--- config.mk ---
export PLATFORM = sky130hd
export DESIGN_NAME = l2_request_arbiter
export DESIGN_NICKNAME = d
export VERILOG_FILES = /design/src/rtl/l2_request_arbiter.sv
export SDC_FILE = /design/constraint.sdc
export NUM_CORES = 1
export LEC_CHECK = 0
export CORE_UTILIZATION = 28
export DETAILED_ROUTE_END_ITERATION = 8
export PLACE_DENSITY = 0.76
export SYNTH_ARGS = -nofsm -noshare
export SYNTH_HDL_FRONTEND = slang
export SYNTH_SLANG_ARGS = --single-unit
--- constraint.sdc ---
create_clock -name CLK -period 1.5 [get_ports CLK]
set_clock_uncertainty 0.2 [all_clocks]
set_input_delay 0.3 -clock CLK [delete_from_list [all_inputs] [get_ports CLK]]
set_output_delay 0.3 -clock CLK [all_outputs]
set_load 0.005 [all_outputs]
--- src/rtl/l2_request_arbiter.sv ---
// l2_request_arbiter: shares one L1->L2 read-miss channel between the instruction
// cache (INS) and the data cache (DAT). It uses round-robin grant and allows one
// outstanding L2 transaction at a time. The response goes back to the owning requester.
// Optional build macro: L2_ARBITER_GRANT_COUNTERS_EN adds per-requester grant counters.
module l2_request_arbiter #(
  parameter int unsigned ADDRESS_WIDTH = 32,
  parameter int unsigned L2_BUS_WIDTH  = 32,
  parameter int unsigned COUNTER_WIDTH = 32
) (
  input  logic                     CLK,
  input  logic                     RST,
  // Instruction cache side
  input  logic                     ADDRESS_TO_L2_VALID_INS,
  output logic                     ADDRESS_TO_L2_READY_INS,
  input  logic [ADDRESS_WIDTH-3:0] ADDRESS_TO_L2_INS,
  output logic                     DATA_FROM_L2_VALID_INS,
  input  logic                     DATA_FROM_L2_READY_INS,
  // Data cache side
  input  logic                     ADDRESS_TO_L2_VALID_DAT,
  output logic                     ADDRESS_TO_L2_READY_DAT,
  input  logic [ADDRESS_WIDTH-3:0] ADDRESS_TO_L2_DAT,
  output logic                     DATA_FROM_L2_VALID_DAT,
  input  logic                     DATA_FROM_L2_READY_DAT,
  // Shared response data to both caches
  output logic [L2_BUS_WIDTH-1:0]  DATA_FROM_L2,
  // L2 side
  output logic                     ADDRESS_TO_L2_VALID,
  input  logic                     ADDRESS_TO_L2_READY,
  output logic [ADDRESS_WIDTH-3:0] ADDRESS_TO_L2,
  input  logic                     DATA_FROM_L2_VALID_IN,
  output logic                     DATA_FROM_L2_READY,
  input  logic [L2_BUS_WIDTH-1:0]  DATA_FROM_L2_IN,
  // Status
  output logic                     ARBITER_BUSY,
  output logic                     L2_OWNER
`ifdef L2_ARBITER_GRANT_COUNTERS_EN
  ,
  output logic [COUNTER_WIDTH-1:0] GRANT_COUNT_INS,
  output logic [COUNTER_WIDTH-1:0] GRANT_COUNT_DAT
`endif
);

  typedef enum logic [1:0] {StIdle, StAddr, StResp} state_e;

  state_e                   state_q, state_d;
  logic                     owner_q, owner_d;  // 0 = INS, 1 = DAT
  logic                     prio_q, prio_d;    // requester that wins a tie
  logic [ADDRESS_WIDTH-3:0] addr_q, addr_d;

  logic grant_ins, grant_dat;
  logic resp_ready;

  // Reject configurations that leave no room for a word address or a counter.
  if (ADDRESS_WIDTH < 3 || COUNTER_WIDTH < 1 || L2_BUS_WIDTH < 1) begin : g_bad_cfg
    $error("l2_request_arbiter: illegal parameter values");
  end

  // Tie-break with the priority pointer only when both requesters are valid.
  assign grant_ins = ADDRESS_TO_L2_VALID_INS && (!ADDRESS_TO_L2_VALID_DAT || !prio_q);
  assign grant_dat = ADDRESS_TO_L2_VALID_DAT && (!ADDRESS_TO_L2_VALID_INS || prio_q);

  assign resp_ready = owner_q ? DATA_FROM_L2_READY_DAT : DATA_FROM_L2_READY_INS;

  // Upstream handshake outputs, L2 request outputs and response routing
  assign ADDRESS_TO_L2_READY_INS = (state_q == StIdle) && grant_ins;
  assign ADDRESS_TO_L2_READY_DAT = (state_q == StIdle) && grant_dat;
  assign ADDRESS_TO_L2_VALID     = (state_q == StAddr);
  assign ADDRESS_TO_L2           = addr_q;
  assign DATA_FROM_L2_VALID_INS  = (state_q == StResp) && !owner_q && DATA_FROM_L2_VALID_IN;
  assign DATA_FROM_L2_VALID_DAT  = (state_q == StResp) && owner_q && DATA_FROM_L2_VALID_IN;
  assign DATA_FROM_L2_READY      = (state_q == StResp) && resp_ready;
  assign DATA_FROM_L2            = DATA_FROM_L2_IN;
  assign ARBITER_BUSY            = (state_q != StIdle);
  assign L2_OWNER                = owner_q;

  // Next-state logic: grant in IDLE, hold address until L2 takes it, wait for response
  always_comb begin
    state_d = state_q;
    owner_d = owner_q;
    prio_d  = prio_q;
    addr_d  = addr_q;
    unique case (state_q)
      StIdle: begin
        if (grant_ins || grant_dat) begin
          state_d = StAddr;
          owner_d = grant_dat;
          prio_d  = !grant_dat;
          addr_d  = grant_dat ? ADDRESS_TO_L2_DAT : ADDRESS_TO_L2_INS;
        end
      end
      StAddr: begin
        if (ADDRESS_TO_L2_READY) state_d = StResp;
      end
      StResp: begin
        if (DATA_FROM_L2_VALID_IN && resp_ready) state_d = StIdle;
      end
      default: state_d = StIdle;
    endcase
  end

  // State registers; reset abandons any in-flight transaction
  always_ff @(posedge CLK) begin
    if (RST) begin
      state_q <= StIdle;
      owner_q <= 1'b0;
      prio_q  <= 1'b0;
      addr_q  <= '0;
    end else begin
      state_q <= state_d;
      owner_q <= owner_d;
      prio_q  <= prio_d;
      addr_q  <= addr_d;
    end
  end

`ifdef L2_ARBITER_GRANT_COUNTERS_EN
  logic [COUNTER_WIDTH-1:0] cnt_ins_q, cnt_dat_q;

  // Count upstream handshakes per requester; wraps naturally at all-ones
  always_ff @(posedge CLK) begin
    if (RST) begin
      cnt_ins_q <= '0;
      cnt_dat_q <= '0;
    end else begin
      if (ADDRESS_TO_L2_READY_INS) cnt_ins_q <= cnt_ins_q + COUNTER_WIDTH'(1);
      if (ADDRESS_TO_L2_READY_DAT) cnt_dat_q <= cnt_dat_q + COUNTER_WIDTH'(1);
    end
  end

  assign GRANT_COUNT_INS = cnt_ins_q;
  assign GRANT_COUNT_DAT = cnt_dat_q;
`endif

endmodule

==> results of run 1 <==
==> repair_timing <==
item                                    CTS  global route
endpoints found under the setup margin   70            40
pin swaps                                14            10
resized for setup                       119            46
cloned                                    0             3
setup buffers                            11             4
==> layer usage <==
metal | part of all wire (%) | global-route usage, % | wire [µm] | vias to the layer above
met2 | 50 | 32.7 | 3520 | 106
met5 | 0 | 0 | 0 | -
li1 | - | - | - | 1050
met3 | 7.3 | 4.13 | 516 | 17
met1 | 41 | 20.9 | 2870 | 1026
met4 | 1.9 | 7.09 | 133 | 0
==> power by group through the flow <==
stage	combinational [mW]	clock (mW)	sequential, mW
3_3_place_gp	0.867	0	1.08
6_report	1.11	0.802	1.07
3_5_place_dp	0.878	0	1.08
5_1_grt	1.18	0.849	1.08
2_1_floorplan	0.417	0	1.08
4_1_cts	0.940	0.806	1.07
==> cells in the mapped netlist <==
| cell type | instances |
|---|---|
| a211oi_4 | 1 |
| a21boi_0 | 1 |
| a21oi_1 | 16 |
| a311oi_1 | 13 |
| a31oi_1 | 17 |
| and2b_1 | 1 |
| and3_1 | 1 |
| buf_1 | 1 |
| buf_2 | 8 |
| buf_4 | 32 |
| buf_6 | 2 |
| clkbuf_1 | 14 |
| dfxtp_1 | 34 |
| inv_1 | 4 |
| mux2i_1 | 1 |
| nand2_1 | 4 |
| nand2b_1 | 2 |
| nand3_1 | 30 |
| nand4_1 | 17 |
| nor2_1 | 2 |
| nor2_2 | 2 |
| nor2b_1 | 3 |
| nor3_2 | 1 |
| o21ai_0 | 32 |
| o21ba_2 | 1 |
| or2_2 | 1 |
==> worst reg2reg max path: cells and delay by family (launching register included) <==
kind | cells | cell delay (ps)
buffers and inverters | 3 | 470
AND/OR/NAND/NOR | 1 | 60
flip-flops | 1 | 360
AO/OA/AOI/OAI | 2 | 420
==> layout make-up <==
class	instances	share of cell area, %
tap	77	2.82
timing repair buffer	143	42.7
clock buffer	8	3.23
sequential	34	20.7
inverter	4	0.440
multi-input combinational	146	30.2
==> per-stage QoR <==
step / setup slack, ps / setup TNS (ps)
6_report: -252 / -1410
5_1_grt: -312 / -2830
4_1_cts: -235 / -2680
3_5_place_dp: -969 / -24960
3_3_place_gp: -812 / -22840
2_1_floorplan: -51.7 / -51.7
==> state kept, by name (all words and copies together), names as in the netlist <==
name           cells
ADDRESS_TO_L2     30
state_q            2
L2_OWNER           1
prio_q             1
==> cell usage in the layout, fill, tap and decap left out, drive strengths merged <==
| cell | n |
|---|---|
| mux2i | 1 |
| nand2 | 4 |
| a31oi | 17 |
| and2b | 1 |
| nor3 | 1 |
| buf | 41 |
| clkdlybuf4s15 | 2 |
| o21ba | 1 |
| clkbuf | 11 |
| a21oi | 16 |
| inv | 4 |
| nor2b | 3 |
| dfxtp | 34 |
| clkdlybuf4s50 | 65 |
| dlygate4sd2 | 32 |
| and3 | 1 |
| a21boi | 1 |
| or2 | 1 |
| nor2 | 4 |
| o21ai | 32 |
| nand3 | 30 |
| nand2b | 2 |
| a311oi | 13 |
| nand4 | 17 |
| a211oi | 1 |
==> kinds of logic (layout without fill, tap and decap cells) <==
group | Yosys count | count (layout) | share of synthesized area (%)
and+or+nand+nor | 64 | 64 | 18.4
muxes | 1 | 1 | 0.523
DFF | 34 | 34 | 35.5
AOI/OAI and AO/OA | 81 | 81 | 26.0
buffers and inverters | 61 | 155 | 19.5
==> path summary, 6_finish.rpt <==
check	from	endpoint	slack (ps)	depth (start not counted)
worst min register to register	ADDRESS_TO_L2[15]$_SDFFE_PP0P_	ADDRESS_TO_L2[15]$_SDFFE_PP0P_	270	2
worst max register to register	state_q[1]$_SDFFE_PP0P_	ADDRESS_TO_L2[26]$_SDFFE_PP0P_	-70	6
worst max-delay path	state_q[1]$_SDFFE_PP0P_	ADDRESS_TO_L2_READY_INS	-250	5
worst min-delay path	ADDRESS_TO_L2[15]$_SDFFE_PP0P_	ADDRESS_TO_L2[15]$_SDFFE_PP0P_	270	2
==> flow_summary.json, run 1 <==
{
  "fin_ws_ps": -252,
  "ios": 170,
  "grt.total_usage_pct": 18.2,
  "vias": 2199,
  "holdWs_ps": 274,
  "place_congestion": 0.773,
  "core-area_mm2": 0.00646,
  "rsz0062_at_grt": "true",
  "ys_ff_latch": 34,
  "worst-path-max-fanout": 4,
  "ys_types": 26,
  "critical_path_class": "reg -> out",
  "antenna_found_initial": 0,
  "path_cells": "buf_6 -> a211oi_4 -> nand2_2 -> inv_2 -> buf_6",
  "hold_buffers": 0,
  "endpoint_kind": "output pin",
  "drtIter0Drc": 122,
  "p_leak_nw": 1.36,
  "grt_overflow": 0,
  "grt_max_degree": 35,
  "die_h_um": 84.7,
  "crit_family": "flip-flops",
  "critPathBufInv": 3,
  "hold_viol_final": 0,
  "power_frac_comb_pct": 37.2,
  "netlist_area_mm2": 0.00192,
  "drc": 8,
  "p_per_area_mw_per_mm2": 874,
  "vdd_drop_max_mv": 0.380,
  "cpPeakStageDelay_ps": 360,
  "drive_gt1_share_pct": 31.0,
  "postLayoutCellArea_mm2": 0.00341,
  "areaGrowthSynthToFinish_pct": 78.1,
  "synth_area_per_cell_um2": 7.95,
  "fin_cells": 412,
  "pwr-share-seq_pct": 35.9,
  "yosysWarnings": 0,
  "setup_violations": 12,
  "clkPwrFrac_pct": 26.9,
  "viasPerCell": 5.34,
  "cts.clk_slew.worst_paths_ps": 70,
  "tightest_slew_ps": 303,
  "io_buffers": 105,
  "placedCellCount": 389,
  "cts-buffers-inserted": 5,
  "cts.sinks": 34,
  "clock_path_buffers": 2,
  "cts_tree": "yes",
  "finalPower_mw": 2.98,
  "clk_latency_ps": 280,
  "cp_data_arrival_time_ps": 1250,
  "ys_seq_area_share_pct": 35.5,
  "insertedDiodeCount": 0,
  "worst_setup_path_start_kind": "register",
  "synthTopCellsByArea": "dfxtp_1 36%, buf_4 13%, o21ai_0 8.4%, nand3_1 7.8%, a311oi_1 5.9%",
  "violations": "design-rule violations, negative setup slack",
  "outcome": "finished, violations left",
  "grt_pass1_vias": 2149,
  "clock.fmax_mhz": 571,
  "finalCriticalPeriod_ps": 1750,
  "synth_top_cell_area_share_pct": 35.5,
  "wl_per_cell_um": 17.1,
  "die-area_mm2": 0.00718,
  "grt_pass1_wl_mm": 10.4,
  "start_util_pct": 29.7,
  "regArea_um2": 704,
  "min_period_over_period_pct": 117,
  "internal_power_mw": 2.10,
  "detail-route-antenna-nets": 0,
  "dr.pass1.iters": 9,
  "dpl-instance-area_mm2": 0.00289,
  "crit_path_top_delay_cell": "dfxtp_4",
  "drt_wl_total_mm": 7.04,
  "num_rows": 29,
  "critPathMostFrequentCell": "buf_6",
  "fin_nets": 434,
  "synth_top_area_cell": "dfxtp_1",
  "slew_headroom_pct": 79.2,
  "cts_root_buf": "clkbuf_8",
  "drv_slew": 0,
  "multi_input_area_mm2": 0.00103,
  "final_core_util_pct": 52.8,
  "power_switching_mw": 0.880,
  "synth_nets": 341,
  "max_cap_violations": 0,
  "worstHoldPathType": "reg -> reg",
  "post-dp-hpwl_mm": 4.56,
  "synth_cells": 241,
  "htree_levels": 2,
  "required_ps": 1000,
  "nFillCells": 606,
  "switching_share_pct": 29.5,
  "die_x_um": 84.7
}
Power figures use the tool's default switching activity.
==> run 2: changes to the inputs <==
==> constraint.sdc (replaced) <==
create_clock -name CLK -period 1.5 [get_ports CLK]
set_clock_uncertainty 0.2 [all_clocks]
set_input_delay 0.3 -clock CLK [delete_from_list [all_inputs] [get_ports CLK]]
set_output_delay 0.3 -clock CLK [all_outputs]
set_load 0.01 [all_outputs]
==> flow_summary.json, run 2 (synthesis results as in run 1) <==
{
  "outcome": "finished, violations left",
  "violations": "design-rule violations, negative setup slack",
  "power_frac_comb_pct": 38.4,
  "die_h_um": 84.7,
  "critPathMostFrequentCell": "buf_6",
  "clock.fmax_mhz": 582,
  "cts_root_buf": "clkbuf_8",
  "vias": 2221,
  "fin_ws_ps": -219,
  "cp-startpoint": "state_q[1]$_SDFFE_PP0P_",
  "drc": 7,
  "die_x_um": 84.7,
  "hold_depth": 2,
  "setup_violations": 12,
  "p_per_area_mw_per_mm2": 849,
  "htree_levels": 2,
  "cts.sinks": 34,
  "reg2reg_depth": 8,
  "hold_buffers": 0,
  "fin_nets": 434,
  "clk_latency_ps": 280,
  "grt_overflow": 0,
  "rsz0062_at_grt": "true",
  "tightest_slew_ps": 336,
  "drive_gt1_share_pct": 26.6,
  "worstHoldPathType": "reg -> reg",
  "min_period_over_period_pct": 115,
  "pwr-share-seq_pct": 38.7,
  "critical_path_class": "reg -> out",
  "layout_commonest_cell": "clkdlybuf4s50_1",
  "endpoint_kind": "output pin",
  "drv_slew": 0,
  "grt_max_degree": 32,
  "postLayoutCellArea_mm2": 0.00324,
  "final_cell_mix": "63 x clkdlybuf4s50_1, 34 x dlygate4sd2_1, 30 x dfxtp_1, 24 x buf_4, 20 x o21ai_0",
  "worst_setup_path_start_kind": "register",
  "place_congestion": 0.769,
  "grt_pass1_wl_mm": 10.9,
  "grt.total_usage_pct": 19.0,
  "max_cap_violations": 0,
  "areaGrowthSynthToFinish_pct": 69.2,
  "insertedDiodeCount": 0,
  "core-area_mm2": 0.00646,
  "wl_per_cell_um": 16.7,
  "finalCriticalPeriod_ps": 1720,
  "grt_pass1_vias": 2221,
  "power_switching_mw": 0.861,
  "clock_path_buffers": 2,
  "cp_data_arrival_time_ps": 1220,
  "worst_hold_path.endpoint": "ADDRESS_TO_L2[19]$_SDFFE_PP0P_",
  "clkPwrFrac_pct": 22.9,
  "dr.pass1.iters": 9,
  "drt_wl_total_mm": 6.87,
  "crit_path_top_delay_cell": "dfxtp_4",
  "cts_tree": "yes",
  "worstReg2RegStart": "state_q[1]$_SDFFE_PP0P_",
  "ff2ff_setup_slack_ps": -130,
  "slew_headroom_pct": 77.6,
  "vdd_drop_max_mv": 0.361,
  "dp_worst_setup_slack_ps": -861,
  "viasPerCell": 5.40,
  "start_util_pct": 29.7,
  "antenna_found_initial": 0,
  "worstHoldStart": "ADDRESS_TO_L2[19]$_SDFFE_PP0P_",
  "drtIter0Drc": 174,
  "die-area_mm2": 0.00718,
  "path_cells": "buf_6 -> a211oi_4 -> nand2_2 -> inv_2 -> buf_6",
  "num_rows": 29,
  "r2r_end": "prio_q$_SDFFE_PP0P_",
  "io_buffers": 105,
  "cts-buffers-inserted": 5,
  "detail-route-antenna-nets": 0,
  "dpl-instance-area_mm2": 0.00289,
  "required_ps": 1000,
  "p_leak_nw": 1.31,
  "ios": 170,
  "switching_share_pct": 31.3,
  "cts.clk_slew.worst_paths_ps": 70,
  "largest_register_ffs": 30,
  "post-dp-hpwl_mm": 4.67,
  "internal_power_mw": 1.89,
  "worst-path-max-fanout": 3,
  "cpPeakStageDelay_ps": 360,
  "hold_viol_final": 0
}
## run 2: changes by cell type in the layout (fill, tap and decap cells not counted), moves of 3 or more
cell      change
clkbuf_8      -3
a311oi_2      -6
dfxtp_1       +7
o21ai_0      +15
buf_4         +8
buf_12        -4
o21ai_2      -10
o21ai_1       -5
a311oi_1      +6
dfxtp_2       -6
nand3_1      -12
nand3_2      +12
## run 2: worst max-delay path by stage
| stage | endpoint | slack (ps) | cells past startpoint |
|---|---|---|---|
| CTS | ADDRESS_TO_L2_READY_DAT | -280 | 3 |
| finish | ADDRESS_TO_L2_READY_INS | -220 | 5 |
| global route | ADDRESS_TO_L2_READY_DAT | -280 | 4 |
| global placement | ADDRESS_TO_L2_READY_DAT | -810 | 4 |
| detailed placement | ADDRESS_TO_L2[5]$_SDFFE_PP0P_ | -860 | 5 |
| floorplan | ADDRESS_TO_L2_READY_INS | -70 | 5 |
## run 2: area by class of cell
type	count	area, µm²
Multi-Input combinational cell	146	1000
Sequential cell	34	693
Timing Repair Buffer	143	1360
Inverter	4	15.0
Clock buffer	7	76.3
Fill cell	628	3220
Tap cell	77	96.3
## run 2: layer usage
metal  global-route usage (%)  routed length, µm  up-vias
met5                        0                  0        -
met1                     24.2               2860     1042
li1                         -                  -     1051
met2                     30.5               3350      104
met4                     9.24                179        0
met3                     4.03                490       24
## run 2: power by group through the flow
stage | Combinational, mW | Sequential [mW] | Clock [mW]
after CTS | 0.959 | 1.06 | 0.644
after floorplan | 0.441 | 1.12 | 0
after detailed placement | 0.924 | 1.08 | 0
after global routing | 1.14 | 1.08 | 0.683
after global placement | 0.910 | 1.08 | 0
final | 1.06 | 1.07 | 0.630
## run 2: repair_timing
| action | 4_1_cts | 5_1_grt |
|---|---|---|
| endpoints found under the setup margin | 70 | 39 |
| buffers inserted | 9 | 2 |
| pin swaps | 6 | 29 |
| resized for setup | 96 | 43 |
| gates cloned | 2 | 1 |
## run 2: through the flow
stage / utilization (%) / total power, mW / setup TNS, ps / std cells / hold slack [ps]
after floorplan: - / 1.56 / -67.5 / 241 / 236
after global placement: 44.7 / 1.99 / -21210 / 390 / 273
after detailed placement: 44.7 / 2.01 / -22560 / 390 / 280
after CTS: 47.4 / 2.67 / -1060 / 408 / 287
after global routing: 50.2 / 2.90 / -3630 / 411 / 306
final: 50.2 / 2.75 / -1470 / 411 / 287
## run 2: critical path, delay by kind of cell, from the launching register on
family                 cells  cell delay (ps)
AOI/OAI and AO/OA          1              200
buffers and inverters      3              290
DFF                        1              360
and+or+nand+nor            1               90
==> run 3: changes to the inputs <==
--- a/config.mk
+++ b/config.mk
@@ -5,9 +5,12 @@
 export SDC_FILE = /design/constraint.sdc
 export NUM_CORES = 1
 export LEC_CHECK = 0
-export CORE_UTILIZATION = 28
+export ABC_AREA = 1
+export CORE_UTILIZATION = 30
+export CTS_BUF_LIST = sky130_fd_sc_hd__clkbuf_8
 export DETAILED_ROUTE_END_ITERATION = 8
-export PLACE_DENSITY = 0.76
+export PLACE_DENSITY = 0.78
+export SLEW_MARGIN = 40
 export SYNTH_ARGS = -nofsm -noshare
 export SYNTH_HDL_FRONTEND = slang
 export SYNTH_SLANG_ARGS = --single-unit
==> flow_summary.json, run 3 <==
{
  "outcome": "finished, violations left",
  "violations": "negative setup slack",
  "clk_latency_ps": 280,
  "synth_area_per_cell_um2": 6.41,
  "synth_cells": 326,
  "ys_seq_area_share_pct": 32.6,
  "multi_input_area_mm2": 0.00116,
  "crit_path_top_delay_cell": "dfxtp_4",
  "die_x_um": 85.5,
  "antenna_found_initial": 0,
  "largest_register_ffs": 30,
  "layout_commonest_cell": "clkdlybuf4s50_1",
  "nFillCells": 672,
  "p_per_area_mw_per_mm2": 832,
  "grt_overflow": 0,
  "detail-route-antenna-nets": 0,
  "cpPeakStageDelay_ps": 380,
  "ff2ff_setup_slack_ps": -30,
  "synth_nets": 426,
  "regArea_um2": 694,
  "final_cell_mix": "62 x clkdlybuf4s50_1, 60 x nand2_1, 35 x inv_1, 32 x nor2_1, 29 x dfxtp_1",
  "switching_share_pct": 33.4,
  "place_congestion": 0.757,
  "grt.total_usage_pct": 16.6,
  "path_cells": "inv_4 -> nor2_4 -> inv_2 -> nor3_2 -> buf_2",
  "slew_headroom_pct": 80.2,
  "synth_ff_type": "dfxtp_1",
  "synthArstFlopShare_pct": 0,
  "cts_root_buf": "clkbuf_8",
  "num_rows": 30,
  "grt_pass1_wl_mm": 9.52,
  "max_cap_violations": 0,
  "worstReg2RegStart": "state_q[0]$_SDFFE_PP0P_",
  "min_period_over_period_pct": 108,
  "ys_ff_latch": 34,
  "fin_ws_ps": -123,
  "cts-buffers-inserted": 5,
  "drtIter0Drc": 59,
  "crit_family": "flip-flops",
  "r2r_end": "ADDRESS_TO_L2[3]$_SDFFE_PP0P_",
  "io_buffers": 105,
  "viasPerCell": 4.56,
  "p_leak_nw": 1.90,
  "cp_data_arrival_time_ps": 1120,
  "netlist_area_mm2": 0.00209,
  "ys_types": 20,
  "fin_nets": 517,
  "dpl-instance-area_mm2": 0.00303,
  "vdd_drop_max_mv": 0.348,
  "hold_buffers": 0,
  "pwr-share-seq_pct": 36.9,
  "finalCriticalPeriod_ps": 1620,
  "grt_pass1_vias": 2089,
  "drive_gt1_share_pct": 29.4,
  "die_h_um": 85.5,
  "start_util_pct": 30.9,
  "critPathBufInv": 3,
  "endpoint_kind": "output pin",
  "htree_levels": 2,
  "core-area_mm2": 0.00676,
  "worst_setup_path_start_kind": "register",
  "clock.fmax_mhz": 616,
  "post-dp-hpwl_mm": 4.31,
  "reg2reg_depth": 10,
  "ios": 170,
  "critical_path_class": "reg -> out",
  "cts.sinks": 34,
  "hold_viol_final": 0,
  "cp-startpoint": "state_q[1]$_SDFFE_PP0P_",
  "areaGrowthSynthToFinish_pct": 70.5,
  "postLayoutCellArea_mm2": 0.00356,
  "power_frac_comb_pct": 39.8,
  "grt_max_degree": 20,
  "drc": 0,
  "clkPwrFrac_pct": 23.4,
  "drt_wl_total_mm": 6.29,
  "synth_edf_count": 0,
  "setup_violations": 18,
  "clock_path_buffers": 2,
  "synth_top_area_cell": "dfxtp_1",
  "internal_power_mw": 1.97,
  "worst-path-max-fanout": 3,
  "die-area_mm2": 0.00731,
  "synth.most_common_cell": "nand2_1",
  "vias": 2270,
  "drv_slew": 0,
  "power_switching_mw": 0.992,
  "synth_common_cells": "83 x nand2_1, 54 x nor2_1, 41 x inv_1",
  "setup.worst_path.end": "DATA_FROM_L2_VALID_INS",
  "insertedDiodeCount": 0,
  "wl_per_cell_um": 12.6,
  "required_ps": 1000,
  "holdWs_ps": 146,
  "synthTopCellsByArea": "dfxtp_1 33%, nand2_1 15%, buf_4 13%, nor2_1 9.7%, nand4_1 7.8%",
  "cts.clk_slew.worst_paths_ps": 70,
  "cts_tree": "yes",
  "dr.pass1.iters": 4,
  "cp.depth": 5,
  "tightest_slew_ps": 296,
  "yosysWarnings": 0,
  "synth_top_cell_area_share_pct": 32.6,
  "rsz0062_at_grt": "true",
  "worstHoldPathType": "in -> reg"
}
[run 3: changes by cell type after synthesis, moves of 17 or more]
cell,change
a31oi_1,-17
o21ai_0,-31
nor2_1,+52
nand2_1,+79
inv_1,+37
[run 3: cell families after synthesis]
logic type | count (synthesis) | synth area share [%]
DFF | 34 | 32.6
buffers and inverters | 94 | 25.8
and+or+nand+nor | 193 | 40.5
AOI/OAI and AO/OA | 5 | 1.20
[run 3: worst min path at each step]
stage               cells past startpoint                 endpoint                   from  slack [ps]
floorplan                               2  state_q[1]$_SDFFE_PP0P_    ADDRESS_TO_L2_READY         250
CTS                                     2      prio_q$_SDFFE_PP0P_    prio_q$_SDFFE_PP0P_         290
global route                            4  state_q[1]$_SDFFE_PP0P_  DATA_FROM_L2_VALID_IN         160
finish                                  4  state_q[1]$_SDFFE_PP0P_  DATA_FROM_L2_VALID_IN         150
global placement                        2      prio_q$_SDFFE_PP0P_    prio_q$_SDFFE_PP0P_         280
detailed placement                      2    L2_OWNER$_SDFFE_PP0P_  L2_OWNER$_SDFFE_PP0P_         290
[run 3: timing repair]
action,4_1_cts,5_1_grt
cloned,2,2
pin swaps,4,31
resized for setup,90,104
setup endpoints to repair,71,37
setup buffers,4,5
[run 3: metal layers]
metal,global-route usage (%),vias to the layer above,routed length (µm)
met5,0,-,0
li1,-,1158,-
met3,6.03,17,573
met4,4.85,0,81
met2,31.3,91,3270
met1,16.9,1004,2360
[run 3: through the flow]
step	cells	total power [mW]	util (%)	TNS, ps	setup WS, ps
floorplan	326	1.63	-	0	102
global placement	478	2.02	44.9	-19540	-662
detailed placement	478	2.04	44.9	-19690	-703
CTS	492	2.79	47.1	-745	-206
global route	498	3.18	52.8	-3310	-185
finish	498	2.97	52.8	-802	-123
[run 3: worst register-to-register path: stages, from the launching register on]
cell and delay [ps]:
dfxtp_4 390, nor2_4 40, buf_6 130, buf_8 120, nand2_8 100, buf_12 170, clkinv_8 90, nor2_2 80
nor2_1 40, nand2_1 50, inv_1 30
[run 3: cell type report]
class | instances | share of cell area, %
repair buffers | 130 | 36.1
well taps | 80 | 2.81
clock buffers | 6 | 2.32
repair inverters | 3 | 1.09
inverters | 45 | 5.30
multi-input cells | 198 | 32.6
clock inverters | 2 | 0.246
flip-flops and latches | 34 | 19.5
[run 3: power by group through the flow]
stage / registers, mW / clock network (mW) / logic [mW]
floorplan: 1.12 / 0 / 0.519
global placement: 1.07 / 0 / 0.951
detailed placement: 1.08 / 0 / 0.964
CTS: 1.06 / 0.735 / 0.996
global route: 1.10 / 0.781 / 1.29
finish: 1.09 / 0.693 / 1.18
